$ cat config.mk
export PLATFORM = sky130hd
export DESIGN_NAME = bit_serial_addsub
export DESIGN_NICKNAME = d
export VERILOG_FILES = /design/src/rtl/bit_serial_addsub.sv
export SDC_FILE = /design/constraint.sdc
export NUM_CORES = 1
export LEC_CHECK = 0
export ABC_AREA = 1
export BUFFER_PORTS_ARGS = -buffer_cell sky130_fd_sc_hd__clkbuf_2
export CELL_PAD_IN_SITES_DETAIL_PLACEMENT = 0
export CELL_PAD_IN_SITES_GLOBAL_PLACEMENT = 1
export CORE_ASPECT_RATIO = 1.25
export CORE_MARGIN = 2
export CORE_UTILIZATION = 30
export DETAILED_ROUTE_END_ITERATION = 7
export PLACE_DENSITY = 0.72
export SYNTH_ARGS = -nofsm -noshare
export SYNTH_HDL_FRONTEND = slang
export SYNTH_SLANG_ARGS = --single-unit
$ cat constraint.sdc
create_clock -name CLK -period 2.1 [get_ports CLK]
set_clock_uncertainty 0.2 [all_clocks]
set_input_delay 0.63 -clock CLK [delete_from_list [all_inputs] [get_ports CLK]]
set_output_delay 0.63 -clock CLK [all_outputs]
set_load 0.02 [all_outputs]
$ cat src/rtl/bit_serial_addsub.sv
// Digit-serial adder/subtractor with start/done handshake.
// Loads two WL-bit operands, processes DW bits per clock LSB-first through a
// registered carry, streams each result digit and assembles the parallel result.
//
// Ports:
//   CLK        clock, rising edge
//   RST        synchronous active-low reset
//   start      request, accepted only in IDLE or DONE
//   sub        0 = a+b, 1 = a-b (sampled with start)
//   a, b       WL-bit operands (sampled with start)
//   busy       high while shifting
//   sout       current result digit (combinational)
//   sout_valid high while sout is meaningful
//   done       one-cycle pulse, result valid
//   sum        parallel result, held until the next result overwrites it
//   cout       final carry-out (subtract: 1 = no borrow)
//   ovf        signed overflow
module bit_serial_addsub #(
    parameter int unsigned WL = 8,
    parameter int unsigned DW = 1
) (
    input  logic          CLK,
    input  logic          RST,
    input  logic          start,
    input  logic          sub,
    input  logic [WL-1:0] a,
    input  logic [WL-1:0] b,
    output logic          busy,
    output logic [DW-1:0] sout,
    output logic          sout_valid,
    output logic          done,
    output logic [WL-1:0] sum,
    output logic          cout,
    output logic          ovf
);

    localparam int unsigned N  = WL / DW;
    localparam int unsigned CW = $clog2(N + 1);

    typedef enum logic [1:0] {
        IDLE  = 2'd0,
        SHIFT = 2'd1,
        DONE  = 2'd2
    } state_t;

    state_t        state_q, state_d;
    logic [WL-1:0] a_q, a_d;
    logic [WL-1:0] b_q, b_d;
    logic          carry_q, carry_d;
    logic [WL-1:0] res_q, res_d;
    logic [CW-1:0] cnt_q, cnt_d;
    logic [WL-1:0] sum_q, sum_d;
    logic          cout_q, cout_d;
    logic          ovf_q, ovf_d;
    logic          busy_q, busy_d;
    logic          sv_q, sv_d;
    logic          done_q, done_d;

    // Sum of the current low digits plus carry; bit DW is the digit carry-out.
    logic [DW:0]   dsum;

    assign dsum = {1'b0, a_q[DW-1:0]} + {1'b0, b_q[DW-1:0]} + (DW+1)'(carry_q);

    // Next-state and datapath update.
    always_comb begin
        state_d = state_q;
        a_d     = a_q;
        b_d     = b_q;
        carry_d = carry_q;
        res_d   = res_q;
        cnt_d   = cnt_q;
        sum_d   = sum_q;
        cout_d  = cout_q;
        ovf_d   = ovf_q;

        case (state_q)
            IDLE, DONE: begin
                if (start) begin
                    // Subtraction as a + ~b + 1, the +1 entering via the carry.
                    a_d     = a;
                    b_d     = sub ? ~b : b;
                    carry_d = sub;
                    cnt_d   = '0;
                    state_d = SHIFT;
                end else begin
                    state_d = IDLE;
                end
            end
            SHIFT: begin
                a_d     = a_q >> DW;
                b_d     = b_q >> DW;
                carry_d = dsum[DW];
                res_d   = (res_q >> DW) | (WL'(dsum[DW-1:0]) << (WL - DW));
                cnt_d   = cnt_q + CW'(1);
                if (cnt_q == CW'(N - 1)) begin
                    state_d = DONE;
                    sum_d   = res_d;
                    cout_d  = dsum[DW];
                    // Same-sign operands producing a different-sign result;
                    // equivalent to carry-in XOR carry-out of the MSB.
                    ovf_d   = (a_q[DW-1] ~^ b_q[DW-1]) & (dsum[DW-1] ^ a_q[DW-1]);
                end
            end
            default: state_d = IDLE;
        endcase

        busy_d = (state_d == SHIFT);
        sv_d   = (state_d == SHIFT);
        done_d = (state_d == DONE);
    end

    // State and datapath registers.
    always_ff @(posedge CLK) begin
        if (!RST) begin
            state_q <= IDLE;
            a_q     <= '0;
            b_q     <= '0;
            carry_q <= 1'b0;
            res_q   <= '0;
            cnt_q   <= '0;
            sum_q   <= '0;
            cout_q  <= 1'b0;
            ovf_q   <= 1'b0;
            busy_q  <= 1'b0;
            sv_q    <= 1'b0;
            done_q  <= 1'b0;
        end else begin
            state_q <= state_d;
            a_q     <= a_d;
            b_q     <= b_d;
            carry_q <= carry_d;
            res_q   <= res_d;
            cnt_q   <= cnt_d;
            sum_q   <= sum_d;
            cout_q  <= cout_d;
            ovf_q   <= ovf_d;
            busy_q  <= busy_d;
            sv_q    <= sv_d;
            done_q  <= done_d;
        end
    end

    assign sout       = dsum[DW-1:0];
    assign busy       = busy_q;
    assign sout_valid = sv_q;
    assign done       = done_q;
    assign sum        = sum_q;
    assign cout       = cout_q;
    assign ovf        = ovf_q;

endmodule
# Word-level counts from Yosys, hierarchy flattened
# Index checks and enable logic that the tools add are counted.
# W data, S select, Z words.
[totals] ff_bits=43 input_bits=20 out_inout_bits=14 wordCells=42
[classes] addsub=3 eq_ne=6 muxes=12 n_bitwise=5 n_reduce_logical=5
[op_table] op="$pmux W8 S2" n=2
[op_table] op="$mux W8" n=3
[op_table] op="$not A8 Y8" n=1
[op_table] op="$or A7 B8 Y8" n=1
[op_table] op="$pmux W4 S2" n=1
[op_table] op="$add A4 B1 Y4 const B" n=1
[op_table] op="$eq A2 B1 Y1 const B" n=2
[op_table] op="$eq A2 B2 Y1 const B" n=2
[op_table] op="$eq A4 B3 Y1 const B" n=1
[op_table] op="$mux W4" n=1
[op_table] op="$pmux W2 S2" n=1
[op_table] op="$reduce_and A2 Y1" n=2
[op_table] op="$add A1 B1 Y2" n=1
[op_table] op="$add A2 B1 Y2" n=1
[op_table] op="$logic_not A2 Y1" n=1
[op_table] op="$mux W1" n=2
[op_table] op="$mux W2" n=1
[op_table] op="$ne A2 B2 Y1 const B" n=1
[op_table] op="$pmux W1 S2" n=1
[op_table] op="$reduce_bool A2 Y1" n=1
[op_table] op="$reduce_or A2 Y1" n=1
[op_table] op="$and A1 B1 Y1" n=1
[op_table] op="$xnor A1 B1 Y1" n=1
[op_table] op="$xor A1 B1 Y1" n=1

# Logic depth before layout (Yosys ltp)
# Gate-level depths: netlist of run 1.
[depth] depth_word=4 ltp_mapped=8 ltp_nobuf=7

# Worst setup path before layout of run 1
# No wires, ideal clock.
[synth_timing] path_type="register to output" from="register a_q[0]" to="output sout" t_arrival_ns=1.064 required_time_ns=1.270 path_slack_ns=0.206 path_stages_with_launch=4 cell_sequence="dfxtp_1 > inv_1 > fa_1 > inv_1"
[synth_between] elab_chain_cells=2
[synth_lines] element="start, declared" line="47" source="logic [WL-1:0] a_q, a_d;"
[synth_lines] element="start signal, assigned" line="116" source="a_q <= '0;"
[synth_lines] element="start signal, assigned" line="129" source="a_q <= a_d;"
[synth_lines] element="$add A1 B1 Y2" line="62" source="assign dsum = {1'b0, a_q[DW-1:0]} + {1'b0, b_q[DW-1:0]} + (DW+1)'(carry_q);"
[synth_lines] element="$add A2 B1 Y2" line="62"
[synth_lines] element="end, declared" line="29" source="output logic [DW-1:0] sout,"
# No other way between the ends.

# Worst setup path in the final report of run 1
# Same ends and word-level chain as after synthesis.

==> results of run 1 <==
[state kept, by name (all words and copies together) (netlist names), 2 cells and up]
signal	flops
a_q	8
b_q	8
cnt_q	4
res_q	7
state_q	2
sum	8
[worst max-delay path: stages, from the launching register on]
cell,delay [ns]
dfxtp_2,0.34
inv_2,0.04
fa_1,0.57
inv_2,0.06
buf_8,0.12
[metal layers]
layer / share of wire / routed length, um
met5: 0 / 0
met4: 0.012 / 48
met3: 0.034 / 133
met2: 0.46 / 1800
met1: 0.49 / 1910
[path summary, 6_finish.rpt]
kind	endpoint	slack, ns	cells after the start
max	sout	-0.16	4
min	res_q[6]	0.26	2
max reg2reg	ovf	0.39	8
min reg2reg	res_q[6]	0.26	2
[cell usage in the layout, fill, tap and decap left out, types with 2 or more instances in the layout]
master    count
a21oi_1      22
buf_4        10
clkbuf_1      2
clkbuf_2     32
clkbuf_8      5
dfxtp_1      39
dfxtp_2       3
inv_1        39
inv_2         4
nand2_1      82
nand3_1      31
nor2_1       10
nor2_2        3
o21ai_0      16
[power by group]
group          switching (mW)  total (mW)  leakage (nW)  internal, mW
Combinational           0.143       0.244         0.702         0.100
Sequential             0.0210       0.859         0.344         0.838
Clock                   0.268       0.623        0.0524         0.356
Total                   0.432        1.73          1.10          1.29
[timing repair]
item,in CTS,in global routing
setup endpoints to repair,1,1
gates resized for setup,7,2
pin swaps,1,1
buffers inserted,1,2
[layout make-up]
cell class / count / area (um2) / area share
multi-input cells: 169 / 763 / 0.343
well taps: 82 / 103 / 0.0460
flip-flops and latches: 42 / 845 / 0.379
repair buffers: 43 / 250 / 0.112
clock inverters: 1 / 30.0 / 0.0135
clock buffers: 7 / 76.3 / 0.0343
inverters: 43 / 161 / 0.0724
[cell families after synthesis]
group	count (synthesis)	synth area share
buf+inv	57	0.132
fa+ha+maj	2	0.0176
simple gates	126	0.281
compound gates	40	0.110
xor+xnor	1	0.00474
flops	42	0.455
[metrics by stage]
stage	util	hold slack, ns	instance area, um2	total power [mW]
after floorplan	-	0.235	1850	1.04
after global placement	0.356	0.251	2090	1.10
after detailed placement	0.356	0.254	2090	1.10
after CTS	0.378	0.265	2210	1.74
after global routing	0.380	0.286	2230	1.83
final	0.380	0.265	2230	1.73
==> flow_metrics.py, run 1 <==
metrics = {
    "logic_synthesis": {
        "synth_area_leaders": "dfxtp_1 (45%), nand2_1 (17%), inv_1 (8.5%)",
        "yosys.area.top_type_share": 0.455,
        "synth_edf_count": 0,
        "synth_fp_nets": 290,
        "yosysTopAreaCell": "dfxtp_1",
        "synth_area_um2": 1850,
        "ys_types": 18,
        "synth.avg_cell_area_um2": 6.90,
        "synthFlopType": "dfxtp_1",
        "seq_area_frac_synth": 0.455,
        "netlist_instances": 268,
        "yosys_warnings": 0,
        "synth-seq-cells": 42,
        "yosysMostFrequentCell": "nand2_1",
        "yosys-top-cells-count": "nand2_1 (82), dfxtp_1 (42), inv_1 (42)",
        "async_flop_share": 0,
    },
    "route": {
        "dr.pass1.iters": 4,
        "avgRoutedWirePerCell_um": 10.1,
        "drcViolationCount": 0,
        "vias_per_cell": 4.20,
        "vias": 1627,
        "drtAntennaViolNets": 0,
        "dr.first_iter.drc_count": 43,
        "wirelength_mm": 3.90,
    },
    "clock_tree": {
        "cts.sinks": 42,
        "cts_tree": "built",
        "cts_inserted_buffers": 5,
        "h-tree-depth": 2,
        "clk_latency_ns": 0.29,
        "root_buffer": "clkbuf_8",
        "clk_pin_slew_worst_paths_ns": 0.08,
        "cts_hold_buf": 0,
        "clk_path_buf_depth": 2,
    },
    "global_route": {
        "use_met3": 0.0330,
        "grt_pass1_vias": 1486,
        "met1_usage": 0.157,
        "grt_pass1_wl_mm": 6.46,
        "grt_use_met2": 0.195,
        "grtUsageTotal": 0.122,
        "grt_max_degree": 21,
        "busiest_layer": "met2",
        "antenna_found_initial": 0,
        "grt_overflow": 0,
    },
    "pwr": {
        "vdd_drop_max_mv": 0.269,
        "p_leak_nw": 1.10,
        "power_density_nw_per_um2": 775,
    },
    "sta": {
        "rsz0062_at_grt": "yes",
        "worst_pin_slew_ns": 0.412,
        "period_share": 1.08,
        "slew_headroom": 0.725,
        "hold_viol": 0,
        "max_clock_freq_mhz": 442,
        "finalSetupViolations": 1,
        "layout_min_cycle_time_ns": 2.26,
        "finalMaxSlewViolations": 0,
        "setup_tns_ns": -0.163,
        "setup_ws_ns": -0.163,
    },
    "worst_setup_path": {
        "setup.worst_path.start": "a_q[0]",
        "critPathMaxFanout": 2,
        "cp.required_ns": 1.27,
        "crit_arrival_ns": 1.43,
        "r2r-start": "a_q[0]",
        "start_kind": "flop",
        "crit_type": "reg2out",
        "crit_path_end_kind": "output pin",
    },
    "cells_and_area": {
        "n_fill_cell": 657,
        "nets": 326,
        "drive_above_1_share": 0.193,
        "final_cells": 387,
        "area_delta_synth_final_pct": 20.6,
        "antenna_cells": 0,
    },
    "placement": {
        "gp_congestion": 0.721,
        "dp_cells": 376,
        "dp_slack_ns": 0.101,
        "place_hpwl_mm": 2.75,
        "portBuffers": 33,
    },
    "floorplanning": {
        "die_h_um": 91.8,
        "io_pins": 34,
        "num_rows": 31,
        "start_util": 0.316,
        "core_region_area_um2": 5860,
        "die_w_um": 74.2,
        "dieArea_um2": 6810,
    },
    "min_path": {
        "min_path_type": "reg2reg",
        "min-delay-start": "res_q[6]",
    },
    "run_status": {
        "violations": "setup timing",
        "status": "complete, but fails checks",
    },
    "run": {
        "max-cap-violations": 0,
    },
}
(Power assumes the default switching activity.)
==> inputs of run 2 (changes only) <==
--- a/config.mk
+++ b/config.mk
@@ -5,7 +5,6 @@
 export SDC_FILE = /design/constraint.sdc
 export NUM_CORES = 1
 export LEC_CHECK = 0
-export ABC_AREA = 1
 export BUFFER_PORTS_ARGS = -buffer_cell sky130_fd_sc_hd__clkbuf_2
 export CELL_PAD_IN_SITES_DETAIL_PLACEMENT = 0
 export CELL_PAD_IN_SITES_GLOBAL_PLACEMENT = 1
@@ -13,7 +12,7 @@
 export CORE_MARGIN = 2
 export CORE_UTILIZATION = 30
 export DETAILED_ROUTE_END_ITERATION = 7
-export PLACE_DENSITY = 0.72
+export PLACE_DENSITY = 0.7
 export SYNTH_ARGS = -nofsm -noshare
 export SYNTH_HDL_FRONTEND = slang
 export SYNTH_SLANG_ARGS = --single-unit
==> flow_metrics.py, run 2 <==
metrics = {
    "logic_synthesis": {
        "ys_types": 31,
        "synth_edf_count": 0,
        "async_flop_share": 0,
        "synth_area_um2": 1800,
        "synth_area_leaders": "dfxtp_1 (47%), a21oi_1 (10%), nand3_1 (7.5%)",
        "yosys.area.top_type_share": 0.468,
        "yosys-top-cells-count": "dfxtp_1 (42), a21oi_1 (37), nand3_1 (27)",
        "yosysTopAreaCell": "dfxtp_1",
        "seq_area_frac_synth": 0.468,
        "synth-seq-cells": 42,
        "synthFlopType": "dfxtp_1",
        "yosysMostFrequentCell": "dfxtp_1",
        "synth_fp_nets": 226,
        "netlist_instances": 204,
        "yosys_warnings": 0,
        "synth.avg_cell_area_um2": 8.81,
    },
    "sta": {
        "finalMaxSlewViolations": 0,
        "slew_headroom": 0.725,
        "setup_ws_ns": -0.121,
        "worst_pin_slew_ns": 0.413,
        "period_share": 1.06,
        "finalSetupViolations": 1,
        "rsz0062_at_grt": "yes",
        "hold_viol": 0,
        "max_clock_freq_mhz": 450,
        "layout_min_cycle_time_ns": 2.22,
        "hold_slack_ns": 0.259,
    },
    "cells_and_area": {
        "drive_above_1_share": 0.250,
        "final_cell_mix": "dfxtp_1 (39), a21oi_1 (37), clkbuf_2 (32)",
        "final_common_cell": "dfxtp_1",
        "nets": 257,
        "post-route-util": 0.374,
        "area_delta_synth_final_pct": 20.4,
        "final_cells": 302,
        "n_fill_cell": 619,
        "antenna_cells": 0,
    },
    "worst_setup_path": {
        "start_kind": "flop",
        "critical_path.max_stage_delay_ns": 0.54,
        "crit_type": "reg2out",
        "crit_path_end_kind": "output pin",
        "cp.required_ns": 1.27,
        "cp_slowest_cell": "fa_1",
        "r2r-start": "carry_q",
        "crit_family": "adder cells",
        "setup.worst_path.start": "carry_q",
        "cp_cell_sequence": "inv_2 > fa_1 > inv_1 > clkbuf_8",
        "critPathMaxFanout": 2,
        "path_buf_inv": 3,
        "crit_arrival_ns": 1.39,
    },
    "min_path": {
        "min-delay-start": "res_q[1]",
        "min_path_type": "reg2reg",
    },
    "run_status": {
        "violations": "setup timing",
        "status": "complete, but fails checks",
    },
    "global_route": {
        "grt_pass1_vias": 1477,
        "antenna_found_initial": 0,
        "grt_pass1_wl_mm": 6.44,
        "grt_max_degree": 41,
        "grtUsageTotal": 0.120,
        "grt_overflow": 0,
    },
    "clock_tree": {
        "clk_latency_ns": 0.29,
        "cts_inserted_buffers": 5,
        "root_buffer": "clkbuf_8",
        "cts.sinks": 42,
        "clk_pin_slew_worst_paths_ns": 0.08,
        "clk_path_buf_depth": 2,
        "cts_hold_buf": 0,
        "h-tree-depth": 2,
        "cts_tree": "built",
    },
    "floorplanning": {
        "num_rows": 31,
        "dieArea_um2": 6630,
        "die_w_um": 73.2,
        "die_h_um": 90.5,
        "io_pins": 34,
        "core_region_area_um2": 5780,
        "start_util": 0.311,
    },
    "route": {
        "wirelength_mm": 3.77,
        "avgRoutedWirePerCell_um": 12.5,
        "vias_per_cell": 5.04,
        "drtAntennaViolNets": 0,
        "vias": 1522,
        "dr.first_iter.drc_count": 76,
        "drcViolationCount": 0,
        "dr.pass1.iters": 4,
    },
    "placement": {
        "portBuffers": 33,
        "gp_congestion": 0.672,
        "dp_slack_ns": 0.115,
        "dp_cells": 292,
        "place_hpwl_mm": 2.56,
    },
    "run": {
        "max-cap-violations": 0,
    },
    "pwr": {
        "p_leak_nw": 0.849,
        "vdd_drop_max_mv": 0.437,
        "power_density_nw_per_um2": 785,
    },
}
run 2: changes by cell type after synthesis, sizes merged, moves of 2 or more:
cell | before | now
nand2 | 82 | 15
inv | 43 | 5
a21oi | 22 | 38
a22oi | 0 | 14
nor2 | 13 | 3
o21ai | 17 | 8
xor2 | 1 | 8
nand2b | 0 | 5
nand3 | 31 | 27
a211oi | 1 | 4
clkbuf | 1 | 4
nor3 | 0 | 3
and2b | 0 | 2
buf | 13 | 15
run 2: where the power goes:
group	internal [mW]	leakage (nW)	total (mW)	switching, mW
clock network	0.350	0.0579	0.624	0.274
registers	0.829	0.343	0.848	0.0190
logic	0.103	0.448	0.226	0.123
run 2: what timing repair did:
action / CTS / global route
setup buffers: 2 / 0
endpoints found under the setup margin: 1 / 1
gates resized for setup: 6 / 0
pin swaps: 1 / 0
endpoints found under the hold margin: 0 / 0
run 2: path summary, 6_finish.rpt:
kind	endpoint	slack (ns)	cells after the start
worst max-delay path	sout	-0.12	4
worst min-delay path	res_q[1]	0.26	2
worst max register to register	ovf	0.38	6
worst min register to register	res_q[1]	0.26	2
run 2: worst register-to-register path, stage by stage (launching register included):
cell and delay, ns:
dfxtp_2 0.34, inv_2 0.04, fa_1 0.54, buf_4 0.13, and3_1 0.15, nor2_1 0.04
a211oi_1 0.20
run 2: metrics by stage:
step | total power [mW] | setup TNS [ns] | area [um2]
after CTS | 1.72 | -0.142 | 2160
after global routing | 1.78 | -0.177 | 2160
after detailed placement | 1.08 | 0 | 2030
after floorplan | 1.01 | 0 | 1800
after global placement | 1.08 | 0 | 2030
final | 1.70 | -0.121 | 2160
run 2: logic make-up (layout without fill, tap and decap cells):
| kind of cell | Yosys count | after routing | share of synthesized area |
|---|---|---|---|
| AOI/OAI and AO/OA | 66 | 66 | 0.220 |
| xor gates and xnor gates | 8 | 8 | 0.0390 |
| adders and majority gates | 2 | 2 | 0.0181 |
| buffers and inverters | 24 | 56 | 0.0745 |
| DFF | 42 | 42 | 0.468 |
| muxes | 2 | 2 | 0.0139 |
| and+or+nand+nor | 60 | 60 | 0.166 |
run 2: layout make-up:
class	count	area [um2]	area share
clock buffers	5	68.8	0.0318
clock inverters	3	40.0	0.0185
inverters	5	18.8	0.00868
multi-input cells	138	822	0.380
flip-flops and latches	42	845	0.390
well taps	66	82.6	0.0382
repair buffers	43	287	0.132
run 2: routing by layer:
layer / routed length (um) / global-route usage / vias to the layer above
met5: 0 / 0 / -
met4: 31 / 0.0370 / 0
met3: 191 / 0.0357 / 4
met2: 1830 / 0.201 / 33
met1: 1720 / 0.146 / 708
li1: - / - / 777
==> inputs of run 3 (changes only) <==
--- a/config.mk
+++ b/config.mk
@@ -10,9 +10,10 @@
 export CELL_PAD_IN_SITES_GLOBAL_PLACEMENT = 1
 export CORE_ASPECT_RATIO = 1.25
 export CORE_MARGIN = 2
-export CORE_UTILIZATION = 30
+export CORE_UTILIZATION = 40
 export DETAILED_ROUTE_END_ITERATION = 7
-export PLACE_DENSITY = 0.7
+export GPL_TIMING_DRIVEN = 0
+export PLACE_DENSITY = 0.86
 export SYNTH_ARGS = -nofsm -noshare
 export SYNTH_HDL_FRONTEND = slang
 export SYNTH_SLANG_ARGS = --single-unit
==> flow_metrics.py, run 3 (synthesized netlist as in run 2, its figures left out) <==
metrics = {
    "worst_setup_path": {
        "cp_cell_sequence": "inv_2 > fa_2 > inv_2 > buf_8",
        "cp_slowest_cell": "fa_2",
        "cp.required_ns": 1.27,
        "critPathMaxFanout": 2,
        "path_buf_inv": 3,
        "crit_family": "adder cells",
        "start_kind": "flop",
        "cp.depth": 4,
        "crit_arrival_ns": 1.40,
        "crit_path_end_kind": "output pin",
        "critical_path.max_stage_delay_ns": 0.58,
        "crit_type": "reg2out",
        "r2r_cells": 6,
        "crit_top_cell": "inv_2",
    },
    "run": {
        "max-cap-violations": 0,
    },
    "route": {
        "avgRoutedWirePerCell_um": 12.8,
        "dr.pass1.iters": 4,
        "drtAntennaViolNets": 0,
        "vias_per_cell": 5.05,
        "drcViolationCount": 0,
        "wirelength_mm": 3.89,
        "dr.first_iter.drc_count": 90,
        "vias": 1541,
    },
    "pwr": {
        "p_leak_nw": 0.868,
        "vdd_drop_max_mv": 0.453,
        "power_density_nw_per_um2": 785,
    },
    "cells_and_area": {
        "antenna_cells": 0,
        "final_common_cell": "dfxtp_1",
        "area_delta_synth_final_pct": 21.2,
        "final_cell_mix": "dfxtp_1 (39), a21oi_1 (37), clkbuf_2 (31)",
        "post-route-util": 0.500,
        "nets": 268,
        "drive_above_1_share": 0.279,
    },
    "floorplanning": {
        "die_w_um": 63.9,
        "start_util": 0.412,
        "die_h_um": 78.9,
        "io_pins": 34,
        "dieArea_um2": 5050,
        "num_rows": 27,
        "core_region_area_um2": 4360,
    },
    "min_path": {
        "min_path_type": "reg2reg",
        "holdPathStages": 2,
    },
    "sta": {
        "worst_pin_slew_ns": 0.576,
        "slew_headroom": 0.616,
        "layout_min_cycle_time_ns": 2.23,
        "hold_viol": 0,
        "setup_ws_ns": -0.135,
        "period_share": 1.06,
        "max_clock_freq_mhz": 447,
        "finalMaxSlewViolations": 0,
        "finalSetupViolations": 1,
        "rsz0062_at_grt": "yes",
    },
    "clock_tree": {
        "clk_path_buf_depth": 2,
        "root_buffer": "clkbuf_8",
        "h-tree-depth": 2,
        "clk_pin_slew_worst_paths_ns": 0.08,
        "cts.sinks": 42,
        "cts_inserted_buffers": 5,
        "cts_tree": "built",
        "cts_hold_buf": 0,
        "clk_latency_ns": 0.29,
    },
    "global_route": {
        "grt_overflow": 0,
        "grt_pass1_wl_mm": 6.90,
        "grt_pass1_vias": 1423,
        "grt_max_degree": 14,
        "antenna_found_initial": 0,
        "grtUsageTotal": 0.175,
    },
    "run_status": {
        "violations": "setup timing",
        "status": "complete, but fails checks",
    },
    "placement": {
        "portBuffers": 32,
        "place_hpwl_mm": 2.71,
        "dp_slack_ns": 0.00826,
        "gp_congestion": 0.770,
    },
}
run 3: changes by cell type in the layout (fill, tap and decap cells not counted), sizes merged:
cell	delta
buf	+9
clkbuf	+2
run 3: metrics by stage:
stage	instance area [um2]	setup TNS (ns)	instances	total power, mW	hold slack [ns]
6_report	2180	-0.135	305	1.71	0.262
4_1_cts	2170	-0.167	304	1.72	0.264
3_5_place_dp	2030	0	294	1.08	0.251
2_1_floorplan	1800	0	204	1.01	0.237
5_1_grt	2180	-0.190	305	1.79	0.292
3_3_place_gp	2030	0	294	1.08	0.247
run 3: worst paths after layout:
check,slack (ns),to,startpoint
setup / recovery,-0.13,sout,carry_q
hold reg to reg,0.26,res_q[1],res_q[1]
hold / removal,0.26,res_q[1],res_q[1]
setup reg to reg,0.32,ovf,carry_q
run 3: area by class of cell:
| class | instances | area, um2 |
|---|---|---|
| buffer | 19 | 115 |
| tap | 58 | 72.6 |
| inverter | 5 | 18.8 |
| clock inverter | 3 | 40.0 |
| clock buffer | 5 | 68.8 |
| fill | 455 | 2180 |
| sequential | 42 | 845 |
| timing repair buffer | 35 | 193 |
| multi-input combinational | 138 | 825 |
run 3: power breakdown:
group	total, mW	internal [mW]	switching [mW]
Combinational	0.234	0.103	0.131
Clock	0.626	0.350	0.276
Sequential	0.850	0.829	0.0202
run 3: layer usage:
| metal | global-route usage | up-vias | wire length [um] |
|---|---|---|---|
| met5 | 0 | - | 0 |
| met4 | 0.0717 | 0 | 69 |
| met3 | 0.0425 | 5 | 169 |
| met2 | 0.291 | 30 | 1840 |
| met1 | 0.217 | 705 | 1810 |
| li1 | - | 801 | - |
run 3: worst register-to-register path, cell delays in order, from the launching register on:
cell	delay, ns
dfxtp_2	0.34
inv_2	0.04
fa_2	0.58
buf_4	0.14
and3_1	0.15
nor2_1	0.05
a211oi_1	0.21
run 3: repair_timing:
action	4_1_cts	5_1_grt
pin swaps	1	0
resized for setup	8	2
endpoints found under the setup margin	1	1
buffers inserted	2	1
